$ cat config.mk
export PLATFORM = sky130hd
export DESIGN_NAME = geofence_feeder
export DESIGN_NICKNAME = d
export VERILOG_FILES = /design/src/rtl/geofence_pkg.sv /design/src/rtl/geofence_feeder_addr.sv /design/src/rtl/geofence_feeder.sv
export SDC_FILE = /design/constraint.sdc
export NUM_CORES = 1
export LEC_CHECK = 0
export CAP_MARGIN = 20
export CORE_ASPECT_RATIO = 1.2
export CORE_MARGIN = 10
export CORE_UTILIZATION = 45
export DETAILED_ROUTE_END_ITERATION = 16
export PLACE_DENSITY = 0.71
export SLEW_MARGIN = 20
export SYNTH_ARGS = -nofsm -noshare
export SYNTH_HDL_FRONTEND = slang
export SYNTH_SLANG_ARGS = --single-unit
$ cat constraint.sdc
create_clock -name clk -period 3.2 [get_ports clk]
set_input_delay 0.48 -clock clk [delete_from_list [all_inputs] [get_ports clk]]
set_output_delay 0.48 -clock clk [all_outputs]
set_load 0.01 [all_outputs]
$ cat src/rtl/geofence_pkg.sv
// Purpose: shared constants, ROM word layout and FSM encoding for the geofence feeder.
// Latency: n/a (types, constants and field helpers only).
// Backpressure: n/a.
package geofence_pkg;

  localparam int PTS_PER_ROUND = 7;
  localparam int COORD_W       = 10;
  localparam int WORD_W        = 21;

  // ROM word: {exp, X, Y}; exp is only meaningful in word 0 of a round
  localparam int EXP_BIT = 20;
  localparam int X_LSB   = 10;
  localparam int Y_LSB   = 0;

  typedef enum logic [2:0] {
    ST_IDLE,
    ST_PRIME,
    ST_STREAM,
    ST_WAIT,
    ST_FINISH
  } state_t;

  function automatic logic [COORD_W-1:0] word_x(input logic [WORD_W-1:0] w);
    return w[X_LSB +: COORD_W];
  endfunction

  function automatic logic [COORD_W-1:0] word_y(input logic [WORD_W-1:0] w);
    return w[Y_LSB +: COORD_W];
  endfunction

  function automatic logic word_exp(input logic [WORD_W-1:0] w);
    return w[EXP_BIT];
  endfunction

endpackage

$ cat src/rtl/geofence_feeder_addr.sv
// Purpose: ROM address counter, point-in-round index (wraps 6->0) and round counter.
// Latency: all outputs are registers, updated on the edge after the enable.
// Backpressure: none; the owning FSM gates every increment.
module geofence_feeder_addr
  import geofence_pkg::*;
#(
  parameter int ADDR_W = 11
) (
  input  logic              clk,
  input  logic              rst_n,
  input  logic              clr,
  input  logic              addr_inc,
  input  logic              pt_inc,
  input  logic              round_inc,
  output logic [ADDR_W-1:0] addr,
  output logic              pt_last,
  output logic [7:0]        round_idx
);

  logic [2:0] pt_idx;

  assign pt_last = (pt_idx == 3'(PTS_PER_ROUND - 1));

  // Counter pair plus round count; clr parks everything at zero between runs
  always_ff @(posedge clk or negedge rst_n) begin
    if (!rst_n) begin
      addr      <= '0;
      pt_idx    <= '0;
      round_idx <= '0;
    end else if (clr) begin
      addr      <= '0;
      pt_idx    <= '0;
      round_idx <= '0;
    end else begin
      if (addr_inc)  addr      <= addr + ADDR_W'(1);
      if (pt_inc)    pt_idx    <= pt_last ? 3'd0 : pt_idx + 3'd1;
      if (round_inc) round_idx <= round_idx + 8'd1;
    end
  end

endmodule

$ cat src/rtl/geofence_feeder.sv
// Purpose: replays 7-point rounds from a 1-cycle ROM onto X/Y, scores is_inside vs exp, watchdogs valid.
// Latency: start edge E0 -> busy at E0, gf_reset low with point 0 at E1; final valid at d -> done at d+1.
// Backpressure: none; the consumer paces rounds only through valid, bounded by the TIMEOUT watchdog.
module geofence_feeder
  import geofence_pkg::*;
#(
  parameter int ADDR_W  = 11,
  parameter int TIMEOUT = 255
) (
  input  logic               clk,
  input  logic               reset,
  input  logic               start,
  input  logic [7:0]         num_rounds,
  output logic [ADDR_W-1:0]  mem_addr,
  input  logic [WORD_W-1:0]  mem_rdata,
  output logic               gf_reset,
  output logic [COORD_W-1:0] X,
  output logic [COORD_W-1:0] Y,
  input  logic               valid,
  input  logic               is_inside,
  output logic               busy,
  output logic               done,
  output logic [7:0]         pass_cnt,
  output logic [7:0]         fail_cnt,
  output logic               mismatch,
  output logic               timeout,
  output logic               proto_err
);

  localparam int WD_W = $clog2(TIMEOUT + 1);

  state_t          state, state_nxt;
  logic [7:0]      nr_q;
  logic            exp_cur, exp_next;
  logic [WD_W-1:0] wcnt;
  logic [7:0]      round_idx;
  logic            pt_last, last_round, start_acc;
  logic            addr_inc, pt_inc, round_inc, clr;
  logic            load_pt, load_head, score, to_fire, go_finish;

  assign busy       = (state != ST_IDLE);
  assign start_acc  = (state == ST_IDLE) && start;
  assign last_round = (round_idx == nr_q - 8'd1);

  geofence_feeder_addr #(.ADDR_W(ADDR_W)) u_addr (
    .clk       (clk),
    .rst_n     (reset),
    .clr       (clr),
    .addr_inc  (addr_inc),
    .pt_inc    (pt_inc),
    .round_inc (round_inc),
    .addr      (mem_addr),
    .pt_last   (pt_last),
    .round_idx (round_idx)
  );

  // State register
  always_ff @(posedge clk or negedge reset) begin
    if (!reset) state <= ST_IDLE;
    else        state <= state_nxt;
  end

  // Next state and per-cycle strobes; the address runs two cycles ahead of X/Y and
  // parks on point 1 of the next round during WAIT so no bubble follows valid
  always_comb begin
    state_nxt = state;
    addr_inc  = 1'b0;
    pt_inc    = 1'b0;
    round_inc = 1'b0;
    clr       = 1'b0;
    load_pt   = 1'b0;
    load_head = 1'b0;
    score     = 1'b0;
    to_fire   = 1'b0;
    go_finish = 1'b0;
    unique case (state)
      ST_IDLE: begin
        if (start && num_rounds != 8'd0) begin
          addr_inc  = 1'b1;
          state_nxt = ST_PRIME;
        end
      end
      ST_PRIME: begin
        addr_inc  = 1'b1;
        load_pt   = 1'b1;
        state_nxt = ST_STREAM;
      end
      ST_STREAM: begin
        pt_inc = 1'b1;
        if (!pt_last) begin
          addr_inc = 1'b1;
          load_pt  = 1'b1;
        end else begin
          // Preload the next round's point 0 so it is already on X/Y when valid lands
          load_pt   = !last_round;
          load_head = !last_round;
          state_nxt = ST_WAIT;
        end
      end
      ST_WAIT: begin
        if (valid) begin
          score     = 1'b1;
          round_inc = 1'b1;
          if (last_round) begin
            go_finish = 1'b1;
            state_nxt = ST_FINISH;
          end else begin
            addr_inc  = 1'b1;
            state_nxt = ST_STREAM;
          end
        end else if (wcnt == WD_W'(TIMEOUT - 1)) begin
          to_fire   = 1'b1;
          go_finish = 1'b1;
          state_nxt = ST_FINISH;
        end
      end
      ST_FINISH: begin
        clr       = 1'b1;
        state_nxt = ST_IDLE;
      end
      default: state_nxt = ST_IDLE;
    endcase
  end

  // Registered outputs, expected-bit pipeline, scoring, watchdog and sticky flags
  always_ff @(posedge clk or negedge reset) begin
    if (!reset) begin
      X         <= '0;
      Y         <= '0;
      gf_reset  <= 1'b1;
      done      <= 1'b0;
      mismatch  <= 1'b0;
      timeout   <= 1'b0;
      proto_err <= 1'b0;
      pass_cnt  <= '0;
      fail_cnt  <= '0;
      nr_q      <= '0;
      exp_cur   <= 1'b0;
      exp_next  <= 1'b0;
      wcnt      <= '0;
    end else begin
      done     <= go_finish || (start_acc && num_rounds == 8'd0);
      mismatch <= score && (is_inside != exp_cur);
      wcnt     <= (state == ST_WAIT) ? wcnt + WD_W'(1) : '0;
      if (load_pt) begin
        X <= word_x(mem_rdata);
        Y <= word_y(mem_rdata);
      end
      if (state == ST_PRIME) begin
        exp_cur  <= word_exp(mem_rdata);
        gf_reset <= 1'b0;
      end
      if (load_head) exp_next <= word_exp(mem_rdata);
      if (go_finish) gf_reset <= 1'b1;
      if (score) begin
        exp_cur <= exp_next;
        if (is_inside == exp_cur) pass_cnt <= pass_cnt + 8'd1;
        else                      fail_cnt <= fail_cnt + 8'd1;
      end
      if (to_fire) timeout <= 1'b1;
      if (start_acc) begin
        nr_q      <= num_rounds;
        pass_cnt  <= '0;
        fail_cnt  <= '0;
        timeout   <= 1'b0;
        proto_err <= 1'b0;
      end
      // A stray strobe outside WAIT wins over the clear from a same-cycle start
      if (valid && state != ST_WAIT) proto_err <= 1'b1;
    end
  end

endmodule

==> summary.md <==
| Metric | Value |
|---|---|
| Clock latency on the worst-skew pair | `0.36 ns` |
| RR Endpoint | `X[6]` |
| Post-route setup slack | `0.300 ns` |
| Met3 Track Usage GR | `4.11%` |
| Clk root buf | `clkbuf_8` |
| CORE AREA | `0.00903 mm2` |
| Gr ovfl total | `0` |
| Leading area contributor after synthesis | `dfrtp_1` |
| Port buffer count | `86` |
| Layout area overhead | `26.9%` |
| Worst EP required | `3.44 ns` |
| Setup-failing EPs final | `0` |
| Antenna violations before repair | `0` |
| GRT met2 Usage | `23.4%` |
| Max Freq | `345 MHz` |
| Worst slack, placed | `0.299 ns` |
| Worst path slowest cell | `dfrtp_1` |
| Post-CTS Setup Inserts | `0` |
| Met1 Use GR | `16.5%` |
| Hold-fix buffers at CTS | `0` |
| Reg2Reg Setup Slack | `0.30 ns` |
| Register area share after synthesis | `50.6%` |
| Worst setup SP type | `flop` |
| Worst VDD drop | `299 uV` |
| EDFF count, synth | `0` |
| Reg2Reg Depth | `10` |
| Status | `completed` |
| # nets final | `503` |
| Die area | `0.0135 mm2` |
| P per Cell Area | `697 mW/mm2` |
| Final Slew Violations | `0` |
| Asr flop ratio synth | `100%` |
| Syn avg cell area | `11.0 um2` |
| Die Wd | `108 um` |
| DRT Wirelength | `9160 um` |
| Crit-path most repeated cell | `nor2_2` |
| Clock skew | `0.00700 ns` |
| Routed len/inst | `15.6 um` |
| Setup tns final | `0 ns` |
| Initial core utilization | `46.0%` |
| Detail Route Antenna Nets | `0` |
| Area share of the largest cell type after synthesis | `50.0%` |
| Main area contributors after synthesis | `dfrtp_1 50%, mux2_4 7.2%, xor2_1 5.7%, nor2_1 4.1%, nand2_1 2.7%` |
| Leakage | `2.32 nW` |
| Critical path class | `flop to flop` |
| Total Power | `3.67 mW` |
| CTS H-tree depth | `3` |
| Mapped cell area | `0.00415 mm2` |
| HPWL after DPL | `6850 um` |
| CTS Sinks | `84` |
| Worst-path clk slew | `0.08 ns` |
| Synthesized Nets | `420` |
| Critical-path cell list | `inv_1 > ha_1 > o21bai_1 > a2111oi_1 > a311oi_2 > a2111oi_4 > nor2_2 > nor2_2 > buf_12 > mux2_4` |
| Yosys cell types | `47` |
| Worst hold path class | `input port to asynchronous set/reset pin` |
| CTS-repair resized insts | `0` |
| Final hold violations | `0` |
| Final Cell Area | `0.00527 mm2` |
| Post-route DRC | `0` |
| IO Count | `87` |
| First-pass GRT wire length | `15600 um` |
| Number of synthesized register bits | `84` |
| CTS buffer count | `9` |
| DRT iter0 DRCs | `95` |
| CTS tree | `done` |
| Share of cells above drive strength 1 | `11.1%` |
| DP Area | `0.00510 mm2` |
| CTS Buffer Depth | `2` |
| RSZ-0062 raised after global routing | `false` |
| Largest net degree at the start of global routing | `85` |
| Measured slew at the worst slew-check pin | `0.733 ns` |
| Cells after Synth | `379` |
| CP endpoint kind | `flop` |
| Post-route minimum period | `2.90 ns` |
| CP arrival | `3.14 ns` |
| Tcrit/Tclk final | `90.6%` |
| MaxCap Viol Count | `0` |
| Die height | `125 um` |
| Vias per cell | `5.12` |
| Busiest grt layer | `met2` |
| Total GRT Usage | `14.2%` |
| Num rows | `38` |
| First-pass detailed-route iteration total | `4` |
| CP Max Fanout | `20` |
| Yosys warns | `0` |
| Vias in the first global route | `3207` |
| Prevailing post-synth register cell | `dfrtp_1` |
| RD Place Congestion | `0.845` |
| Via count | `3005` |
| Worst r2r src | `nr_q[0]` |
| Worst rel slew slack | `51.1%` |
| Ant. Diodes | `0` |
| Max incr delay on CP | `0.45 ns` |
[layout make-up]
class,count,area (um2)
Sequential cell,84,2100
Fill cell,777,3760
Multi-Input combinational cell,271,1930
Clock inverter,2,12.5
Timing Repair Buffer,89,897
Clock buffer,14,153
Inverter,7,26.3
Tap cell,120,150
[cell usage after synthesis, types with 3 or more instances]
| library cell | number |
|---|---|
| nand4_1 | 6 |
| ha_1 | 7 |
| mux2_4 | 20 |
| mux2_2 | 7 |
| or3_1 | 3 |
| o21ai_0 | 11 |
| xor2_1 | 27 |
| and3_1 | 12 |
| and2_1 | 6 |
| a21oi_1 | 11 |
| nand2b_1 | 6 |
| inv_1 | 7 |
| xnor2_1 | 11 |
| dfrtp_1 | 83 |
| nand3_1 | 18 |
| clkbuf_1 | 12 |
| buf_6 | 4 |
| and4_1 | 3 |
| nor2_1 | 45 |
| nand3b_1 | 4 |
| nand2_1 | 30 |
| mux2i_1 | 6 |
| nor3_1 | 6 |
[metrics by stage]
| stage | util, % | hold WS, ns | std cells |
|---|---|---|---|
| finish | 58.3 | 0.149 | 587 |
| global route | 58.3 | 0.205 | 587 |
| CTS | 58.3 | 0.337 | 587 |
| detailed placement | 56.5 | 0.491 | 571 |
| global placement | 56.5 | 0.480 | 571 |
| floorplan | - | 0.184 | 379 |
[registers in the layout (all words and copies together) (netlist names)]
signal            cells
X                    10
Y                    10
done                  1
exp_cur               1
exp_next              1
fail_cnt              8
gf_reset              1
mismatch              1
nr_q                  8
pass_cnt              8
proto_err             1
state                 3
timeout               1
u_addr.addr          11
u_addr.pt_idx         3
u_addr.round_idx      8
wcnt                  8
[layout by cell type (no fill, tap or decap), types with 3 or more instances in the layout]
cell type         n
and2_1            6
nand4_1           6
nand3_1          18
a21oi_1          11
clkbuf_1          4
xor2_1           27
or3_1             3
nand2_1          30
nor3_1            6
and4_1            3
mux2_2            7
xnor2_1          11
dfrtp_1          83
nand2b_1          6
inv_1             7
and3_1           12
nor2_1           45
clkbuf_8         10
o21ai_0          11
mux2_4           20
mux2i_1           6
clkdlybuf4s50_1  85
ha_1              7
nand3b_1          4
[critical path: cells and delay by family, from the launching register on]
| kind | cells | cell delay (ns) |
|---|---|---|
| muxes | 1 | 0.32 |
| AOI/OAI and AO/OA | 4 | 1.18 |
| buffers and inverters | 2 | 0.30 |
| adders and majority gates | 1 | 0.30 |
| and+or+nand+nor | 2 | 0.23 |
| DFF | 1 | 0.45 |
[worst max-delay path by stage]
stage	endpoint	cells past startpoint	start
2_1_floorplan	X[0]	11	nr_q[0]
3_3_place_gp	X[7]	10	nr_q[0]
3_5_place_dp	Y[4]	10	nr_q[0]
4_1_cts	X[6]	10	nr_q[0]
5_1_grt	Y[0]	10	nr_q[0]
6_report	X[6]	10	nr_q[0]
[cells by family after synthesis]
group                    synth area share, %
AND/OR/NAND/NOR                         18.0
flip-flops                              50.6
AO/OA/AOI/OAI                           7.71
XOR/XNOR                                8.01
multiplexers                            10.6
buffers and inverters                   2.92
adder cells (fa/ha/maj)                 2.11
[routing by layer]
layer  up-vias  share of wire [%]
met5         -                  0
met2        53                 52
met1      1465                 41
met3        14                4.3
met4         0                2.2
li1       1473                  -
[power by group]
part / internal [mW] / switching [mW] / total, mW / leakage [nW]
combinational: 0.738 / 0.667 / 1.40 / 1.18
sequential: 1.30 / 0.299 / 1.60 / 1.06
clock: 0.304 / 0.362 / 0.666 / 0.0807
total: 2.35 / 1.33 / 3.67 / 2.32
Note: power is estimated with default switching activity, not from simulation.
==> RTL edit (same flow settings) <==
Make the reset (`reset` and `rst_n`) synchronous in 3 clocked blocks.
--- a/src/rtl/geofence_feeder_addr.sv
+++ b/src/rtl/geofence_feeder_addr.sv
@@ -23,5 +23,5 @@
 
   // Counter pair plus round count; clr parks everything at zero between runs
-  always_ff @(posedge clk or negedge rst_n) begin
+  always_ff @(posedge clk) begin
     if (!rst_n) begin
       addr      <= '0;
--- a/src/rtl/geofence_feeder.sv
+++ b/src/rtl/geofence_feeder.sv
@@ -56,5 +56,5 @@
 
   // State register
-  always_ff @(posedge clk or negedge reset) begin
+  always_ff @(posedge clk) begin
     if (!reset) state <= ST_IDLE;
     else        state <= state_nxt;
@@ -124,5 +124,5 @@
 
   // Registered outputs, expected-bit pipeline, scoring, watchdog and sticky flags
-  always_ff @(posedge clk or negedge reset) begin
+  always_ff @(posedge clk) begin
     if (!reset) begin
       X         <= '0;
Check against the original RTL: differs if reset is asserted again (counterexample within 4 cycles, from zero or initial values and one cycle with reset low); with reset held inactive, the same outputs for 10 cycles.
==> RTL edit against the original RTL <==
Synthesized area down 10%. Cell area is 8.1% lower. Wire length is 4.9% lower. Sequential cell count did not move. Clock skew is 0.0044 ns higher. Sequential share of layout area fell by 5.2 points. Fmax rose by 12%. Global-route usage increased by 0.17 points. Worst setup slack gained 0.32 ns.
Power is not compared: it rests on default switching activity, and its combinational part moved more than twofold at a synthesized area within 25%.
==> RTL edit: results (changes against the original RTL) <==
commonest cells in the synthesized netlist 84 x dfxtp_1, 59 x nor2_1, 56 x nand2_1, 39 x nand3_1; Register-to-Register Setup Slack 0.62 ns (+0.32 ns); status completed; Routability Congestion 0.8397 (-0.57%); worst r2r path cells 8 (-2); Synth async-reset ratio 0% (-100 points); sequential share of the synthesized area 45.22% (-5.4 points); post-synth net total 475 (+13%); cts repair resizes 0 (unchanged); Post-Syn Instances 434 (+15%); Tightest Hold Check Type reg -> reg; Routed WL 8708 um (-4.9%); largest net degree at the start of global routing 41 (-52%); Worst-Margin Slew 0.6855 ns (-0.04792 ns); Met1 Wirelength 3680 um (-2.8%); Initial DRT Pass Iterations 4 (unchanged); crit path capture X[2]$_SDFFE_PN0P_; YS warnings 0 (unchanged); post-place setup slack 0.3710 ns (+0.07186 ns); DRT iter0 DRCs 135 (+42%); met3 WL 701 um (+77%); fill cell count 745 (-4.1%); HPWL Detailed 6571 um (-4.1%); Unique masters post-synth 49 (+4.3%); met2 WL 4200 um (-12%); Max Clock Skew 0.01138 ns (+0.004382 ns); crit path DAT 2.79 ns (-0.35 ns); fraction of layout cells with a size suffix above 1 6.095% (-5.0 points); GR Util met1 17.04% (+0.57 points); synth top area cells dfxtp_1 45%, xor2_1 6.6%, nor2_1 6.0%, nand2_1 5.7%, nand3_1 5.2%; met3 Usage GRT 4.994% (+0.88 points); # nets final 561 (+12%); first-pass GRT wire length 14650 um (-5.9%); Hold Worst Slack 0.4702 ns (+0.3212 ns); GR Util met2 23.18% (-0.18 points); Cells after DPL 604 (+5.8%); slowest CP cell o22a_2; GRT Overall Usage 14.42% (+0.17 points); via count 3220 (+7.2%)
## RTL edit: layout make-up
type	count	area (um^2)	share of cell area (%)
Multi-Input combinational cell	327	1933	39.90
Sequential cell	84	1682	34.71
Timing Repair Buffer	92	900.9	18.60
Clock buffer	11	151.4	3.125
Tap cell	95	118.9	2.454
Clock inverter	5	36.28	0.7490
Inverter	6	22.52	0.4649
## RTL edit: cell families after synthesis
logic type / count (synthesis) / synth area share (%)
and+or+nand+nor: 211 / 27.76
DFF: 84 / 45.22
AOI/OAI and AO/OA: 62 / 10.67
xor gates and xnor gates: 43 / 10.13
buffers and inverters: 23 / 2.792
adders and majority gates: 7 / 2.355
muxes: 4 / 1.077
## RTL edit: per-stage QoR
stage                     instance area, um^2  total power, W  util (%)
final                                    4845        0.002315     59.75
after global routing                     4845        0.002438     59.75
after CTS                                4845        0.002337     59.75
after detailed placement                 4657        0.001635     57.44
after global placement                   4657        0.001622     57.44
after floorplan                          3719        0.001434         -
